==> src/rtl/link_ctrl_pkg.sv <==
// link_ctrl_pkg: shared states, grant encoding and default sizing for the link controller
package link_ctrl_pkg;
  typedef enum logic [2:0] {IDLE, ENQ, DEQ, CHECK, ACK} state_t;
  typedef enum logic {GRANT_ENQ, GRANT_DEQ} grant_t;
  localparam int DEF_DIV_FAST = 10;
  localparam int DEF_DIV_SLOW = 100;
  localparam int DEF_QUEUE_DEPTH = 8;
  localparam int DEF_ACK_TIMEOUT = 2000;
endpackage

==> src/rtl/tick_gen.sv <==
// tick_gen: free-running divider emitting a one-cycle enable every DIV clocks
module tick_gen #(
  parameter int DIV = 10
) (
  input  logic clk,
  input  logic rst,
  output logic tick
);
  localparam int W = DIV > 1 ? $clog2(DIV) : 1;
  logic [W-1:0] cnt;
  assign tick = cnt == W'(DIV - 1);
  always_ff @(posedge clk)
    if (!rst) cnt <= '0;
    else cnt <= tick ? '0 : cnt + W'(1);
endmodule

==> src/rtl/link_controller.sv <==
// link_controller: enqueue/dequeue arbitration and four-phase ack for the deserializer-to-queue link
module link_controller
  import link_ctrl_pkg::*;
#(
  parameter int DIV_FAST    = DEF_DIV_FAST,
  parameter int DIV_SLOW    = DEF_DIV_SLOW,
  parameter int QUEUE_DEPTH = DEF_QUEUE_DEPTH,
  parameter int LEN_W       = 4,
  parameter int ACK_TIMEOUT = DEF_ACK_TIMEOUT
) (
  input  logic             clock_1MHz,
  input  logic             rst,
  output logic             tick_100KHz,
  output logic             tick_10KHz,
  input  logic             data_ready_in,
  output logic             ack_out,
  output logic             enqueue_out,
  input  logic             dequeue_req_in,
  output logic             dequeue_out,
  input  logic [LEN_W-1:0] len_in,
  output logic             full_out,
  output logic             empty_out,
  output logic             error_out
);
  localparam int AW = $clog2(ACK_TIMEOUT);
  state_t state;
  grant_t op, prio;
  logic pend, need_low, can_enq, can_deq;
  logic [LEN_W-1:0] len_snap;
  logic [LEN_W:0] snap_x, len_exp;
  logic [AW-1:0] ack_cnt;
  tick_gen #(.DIV(DIV_FAST)) u_fast (.clk(clock_1MHz), .rst(rst), .tick(tick_100KHz));
  tick_gen #(.DIV(DIV_SLOW)) u_slow (.clk(clock_1MHz), .rst(rst), .tick(tick_10KHz));
  assign full_out = len_in == LEN_W'(QUEUE_DEPTH);
  assign empty_out = len_in == '0;
  // need_low forbids a second enqueue after an ack timeout until the deserializer drops its request
  assign can_enq = data_ready_in & ~full_out & ~need_low;
  assign can_deq = pend & ~empty_out;
  assign snap_x = {1'b0, len_snap};
  assign len_exp = op == GRANT_ENQ ? snap_x + (LEN_W+1)'(1) : snap_x - (LEN_W+1)'(1);
  always_ff @(posedge clock_1MHz)
    if (!rst) begin
      state <= IDLE;
      op <= GRANT_ENQ;
      prio <= GRANT_ENQ;
      pend <= 1'b0;
      need_low <= 1'b0;
      len_snap <= '0;
      ack_cnt <= '0;
      ack_out <= 1'b0;
      enqueue_out <= 1'b0;
      dequeue_out <= 1'b0;
      error_out <= 1'b0;
    end else begin
      if (dequeue_req_in) pend <= 1'b1;
      if (!data_ready_in) need_low <= 1'b0;
      case (state)
        IDLE:
          if (can_enq && (!can_deq || prio == GRANT_ENQ)) begin
            state <= ENQ;
            op <= GRANT_ENQ;
            enqueue_out <= 1'b1;
            len_snap <= len_in;
            if (can_deq) prio <= GRANT_DEQ;
          end else if (can_deq) begin
            state <= DEQ;
            op <= GRANT_DEQ;
            dequeue_out <= 1'b1;
            len_snap <= len_in;
            if (can_enq) prio <= GRANT_ENQ;
          end
        ENQ, DEQ:
          if (tick_10KHz) begin
            enqueue_out <= 1'b0;
            dequeue_out <= 1'b0;
            state <= CHECK;
          end
        CHECK: begin
          if ({1'b0, len_in} != len_exp) error_out <= 1'b1;
          if (op == GRANT_ENQ) begin
            state <= ACK;
            ack_out <= 1'b1;
            ack_cnt <= '0;
          end else begin
            state <= IDLE;
            pend <= 1'b0;
          end
        end
        ACK:
          if (!data_ready_in) begin
            ack_out <= 1'b0;
            state <= IDLE;
          end else if (ack_cnt == AW'(ACK_TIMEOUT - 1)) begin
            error_out <= 1'b1;
            ack_out <= 1'b0;
            need_low <= 1'b1;
            state <= IDLE;
          end else ack_cnt <= ack_cnt + AW'(1);
        default: state <= IDLE;
      endcase
    end
endmodule
==> config.mk <==
export PLATFORM = sky130hd
export DESIGN_NAME = link_controller
export DESIGN_NICKNAME = d
export VERILOG_FILES = /design/src/rtl/link_ctrl_pkg.sv /design/src/rtl/tick_gen.sv /design/src/rtl/link_controller.sv
export SDC_FILE = /design/constraint.sdc
export NUM_CORES = 1
export LEC_CHECK = 0
export ABC_AREA = 1
export ABC_CLOCK_PERIOD_IN_PS = 3550
export CAP_MARGIN = 40
export CORE_MARGIN = 2
export CORE_UTILIZATION = 38
export DETAILED_ROUTE_END_ITERATION = 8
export GPL_TIMING_DRIVEN = 0
export SLEW_MARGIN = 20
export SYNTH_ARGS = -nofsm -noshare
export SYNTH_HDL_FRONTEND = slang
export SYNTH_SLANG_ARGS = --single-unit
==> constraint.sdc <==
create_clock -name clock_1MHz -period 3.55 [get_ports clock_1MHz]
set_input_delay 1.065 -clock clock_1MHz [delete_from_list [all_inputs] [get_ports clock_1MHz]]
set_output_delay 1.065 -clock clock_1MHz [all_outputs]
set_load 0.05 [all_outputs]
* Yosys cells after proc, flatten, opt, wreduce, memory -nomap -nowiden
Cells that the tools add are included.
Storage, ports and cells: bits in latches 0, logic and storage cells 105, bits in writable memories 0, output and inout port bits 8, memories kept 0, bits in registers 37, bits of input ports 8, bits in read-only memories 0
Cells by class: shift-type cells 0, magnitude comparators 0, multiply operators 0, div/mod/pow operators 0, reduce and logical (&&, ||, !) cells 20, bitwise gates (word level) 8, add/subtract/negate cells 5, muxes and demuxes 39, equal/unequal tests 20
Operator list (count):
- $mux 11 | 3
- $pmux 11 s2 | 1
- $mux 1 | 21
- $mux 3 | 6
- $ne 2x2->1 const B | 8
- $pmux 3 s4 | 1
- $reduce_and 3->1 | 4
- $reduce_and 4->1 | 3
- $add 11x1->11 const B | 1
- $eq 11x11->1 const B | 1
- $eq 4x4->1 const B | 2
- $mux 4 | 2
- $pmux 1 s2 | 4
- $reduce_bool 2->1 | 4
- $add 7x1->7 const B | 1
- $eq 7x7->1 const B | 1
- $eq 3x2->1 const B | 2
- $ne 3x3->1 const B | 2
- $reduce_or 2->1 | 3
- $add 4x1->5 const B | 1
- $mux 5 | 1
- $ne 4x5->1 | 1
- $not 1->1 | 5
- $sub 4x1->5 const B | 1
- 11 further kinds | 13

* Longest topological paths before layout
word-level depth 8, gate-level depth with buffers 10, depth with buffers taken out 10

* By module
From an unflattened synthesis, not the netlist that was laid out.
Second synthesis, totals: cells, all modules 294, area total of the unflattened synthesis 2067.0 um2
Modules (own cells, without submodules):
- link_controller | instances 1, sequential area each 520.5 um2, area an instance 1534.0 um2, cells each 226
- tick_gen (u_slow) | instances 1, sequential area each 140.1 um2, area an instance 355.3 um2, cells each 47
- tick_gen (u_fast) | instances 1, sequential area each 80.1 um2, area an instance 177.7 um2, cells each 21

* Least setup slack after synthesis
Ideal clock, no wire load.
path type input port to output port, start input len_in[0], end output empty_out, stages 3, data arrival time 1611 ps, data required time 2485 ps, setup slack 874 ps, path buffers 0, cell sequence nor2_1 > nand3_1 > inv_1
On the way: longest elaborated chain between the ends 1
Ends and longest elaborated chain:
- from (decl) | line link_controller.sv:20 | input logic [LEN_W-1:0] len_in,
- $logic_not 4->1 | line link_controller.sv:35 | assign empty_out = len_in == '0;
- to (decl) | line link_controller.sv:22 | output logic empty_out,
Every way passes these cells.

* Worst setup path after layout
start input len_in[1], end output empty_out
Same word-level chain as after synthesis.

==> flow_summary.json <==
{
  "status": "finished clean",
  "clock-root-buffer": "clkbuf_8",
  "arrival_ps": 2380,
  "ys.warnings.count": 0,
  "clock_latency_ps": 290,
  "ant_nets": 0,
  "fillers": 566,
  "worstPathRequired_ps": 2480,
  "coreArea_um2": 5140,
  "reg2regPathDepth": 6,
  "top_layer": "met4",
  "power_mw": 1.25,
  "whs_path_depth": 2,
  "vdd_drop_max_uv": 187,
  "drive_gt1_share_pct": 11.6,
  "stdcell_count": 380,
  "grt_pass1_vias": 1658,
  "io_pins": 16,
  "post-place-cells": 372,
  "routed-wl-met3_um": 120,
  "cts_tree": "yes",
  "post-route-period-util_pct": 97.2,
  "yosysTopAreaCell": "dfxtp_1",
  "clock-sinks": 37,
  "ys_seq_area_share_pct": 36.2,
  "cts.clk_slew.worst_paths_ps": 80,
  "vias": 1765,
  "finalCriticalPeriod_ps": 3450,
  "dieArea_um2": 5990,
  "cp_cell_sequence": "clkdlybuf4s50_1, nor2_1, nand3_1, inv_1, dlygate4sd2_1",
  "die_w_um": 77.4,
  "tightest_slew_ps": 573,
  "rsz0062_at_grt": "false",
  "cts_buffers": 5,
  "finalHoldViolCount": 0,
  "grt_max_degree": 13,
  "cts_setup_buffers": 0,
  "path_max_fanout": 3,
  "hold_path.class": "register to register",
  "drtIter0Drc": 73,
  "remaining_drc_errors": 0,
  "report.final.slew_viol_count": 0,
  "num_rows": 26,
  "synth_top_cell_area_share_pct": 36.2,
  "die_height_um": 77.4,
  "finalNetCount": 325,
  "viasPerCell": 4.64,
  "gr-total-overflow": 0,
  "fin_setup_tns_ps": 0,
  "netlist_top_cells_area": "dfxtp_1 36%, nand2_1 10%, inv_1 7.7%",
  "antennaDiodeCount": 0,
  "seqCellArea_um2": 741,
  "synth-edff-count": 0,
  "synth_area_um2": 2050,
  "grt_pass1_wl_mm": 7.18,
  "crit_path_end_kind": "output pin",
  "grt_usage_pct": 14.7,
  "p_leak_nw": 0.988,
  "start_kind": "primary input",
  "dp_hpwl_mm": 2.99,
  "crit_slowest_cell": "dlygate4sd2_1",
  "dr.pass1.iters": 4,
  "wl_mm": 3.95,
  "port_buffers": 15,
  "initial_utilization_pct": 39.8,
  "max_freq_mhz": 290,
  "ys_types": 32,
  "synth_flop_cell": "dfxtp_1",
  "antenna_found_initial": 0,
  "ys_ff_latch": 37,
  "setup_viol": 0,
  "cts_htree_levels": 2,
  "gp_congestion": 0.835,
  "crit_type": "primary input to output pin",
  "synth_nets": 303,
  "cap_violations": 0,
  "maxSlewHeadroom_pct": 61.8,
  "dr_wl_met2_mm": 1.83,
  "drt-met1-wl_mm": 1.94,
  "syn2layout_area_growth_pct": 15.7,
  "synthArstFlopShare_pct": 0,
  "post_drt_wl_per_cell_um": 10.4,
  "fin_skew_ps": 8.20,
  "slowest_delay_ps": 520,
  "clockBufferDepth": 2,
  "multi_input_area_um2": 1120,
  "avgSynthCellArea_um2": 7.13,
  "p_per_area_nw_per_um2": 528,
  "synth_cells": 287
}
-- layout by cell type, fill, tap and decap left out, types with 2 or more instances in the layout --
cell,netlist,routed
dlygate4sd2_1,0,2
clkinv_2,0,2
inv_1,42,42
a21oi_2,5,5
nand2_2,7,7
nand3_1,22,22
a21oi_1,20,20
nor2_2,4,4
clkdlybuf4s50_1,0,13
nand2_4,2,2
ha_1,7,7
nor2_1,38,38
o21ai_0,11,11
nor3_1,4,4
xor2_1,4,4
dfxtp_1,37,37
xnor2_1,2,2
nand4_1,6,6
nand2_1,57,57
nor2_4,4,4
clkbuf_8,0,5
-- power by group --
group / internal (mW) / total, mW / switching, mW
sequential: 0.465 / 0.510 / 0.0456
combinational: 0.165 / 0.448 / 0.283
clock: 0.136 / 0.293 / 0.158
total: 0.765 / 1.25 / 0.486
-- path summary, 6_finish.rpt --
path	startpoint	end	slack [ps]
setup / recovery	len_in[1]	empty_out	100
hold / removal	error_out	error_out	450
setup reg to reg	op	error_out	1870
hold reg to reg	error_out	error_out	450
-- through the flow --
step / utilization, % / hold slack, ps / worst slack (ps) / area (um^2)
floorplan: - / 418 / 874 / 2050
global placement: 44.4 / 430 / -190 / 2280
detailed placement: 44.4 / 436 / -198 / 2280
CTS: 46.1 / 454 / 81.1 / 2370
global route: 46.1 / 478 / 7.30 / 2370
finish: 46.1 / 451 / 100 / 2370
-- synth_stat cells (all sizes together) (2+ instances only) --
cell type and number:
xor2 4, nand4 6, ha 7, inv 42
nor3 5, nor2 46, o21ai 11, nand3 24
a21oi 25, dfxtp 37, xnor2 2, nand2 67
-- state kept, by name, indices dropped and copies added, names as in the netlist, 3 cells and up --
signal      count
ack_cnt        11
len_snap        4
state           3
u_fast.cnt      4
u_slow.cnt      7
-- critical path: cells and delay by family --
kind	cells	cell delay [ps]
buf+inv	3	1050
simple gates	2	270
-- routing by layer --
| metal | up-vias | track usage [%] |
|---|---|---|
| li1 | 964 | - |
| met1 | 775 | 19.1 |
| met2 | 19 | 23.7 |
| met3 | 7 | 3.72 |
| met4 | 0 | 5.18 |
| met5 | - | 0 |
-- cell type report --
| class | count | share of cell area (%) |
|---|---|---|
| inverters | 43 | 7.34 |
| plain buffers | 2 | 0.317 |
| clock buffers | 5 | 2.91 |
| clock inverters | 3 | 0.740 |
| flip-flops and latches | 37 | 31.3 |
| repair buffers | 15 | 6.23 |
| multi-input cells | 205 | 47.5 |
| well taps | 70 | 3.70 |
-- cells by family after synthesis --
kind of cell               Yosys count  synth area share [%]
AOI/OAI and AO/OA                   41                  11.4
xor gates and xnor gates             6                  2.57
adders and majority gates            8                  5.26
buffers and inverters               45                  8.86
DFF                                 37                  36.2
and+or+nand+nor                    150                  35.7
-- repair_timing --
action,4_1_cts,5_1_grt
endpoints found under the setup margin,2,0
gates resized for setup,2,0
hold buffers,0,0
No activity file was read; power rests on OpenSTA's default activity.
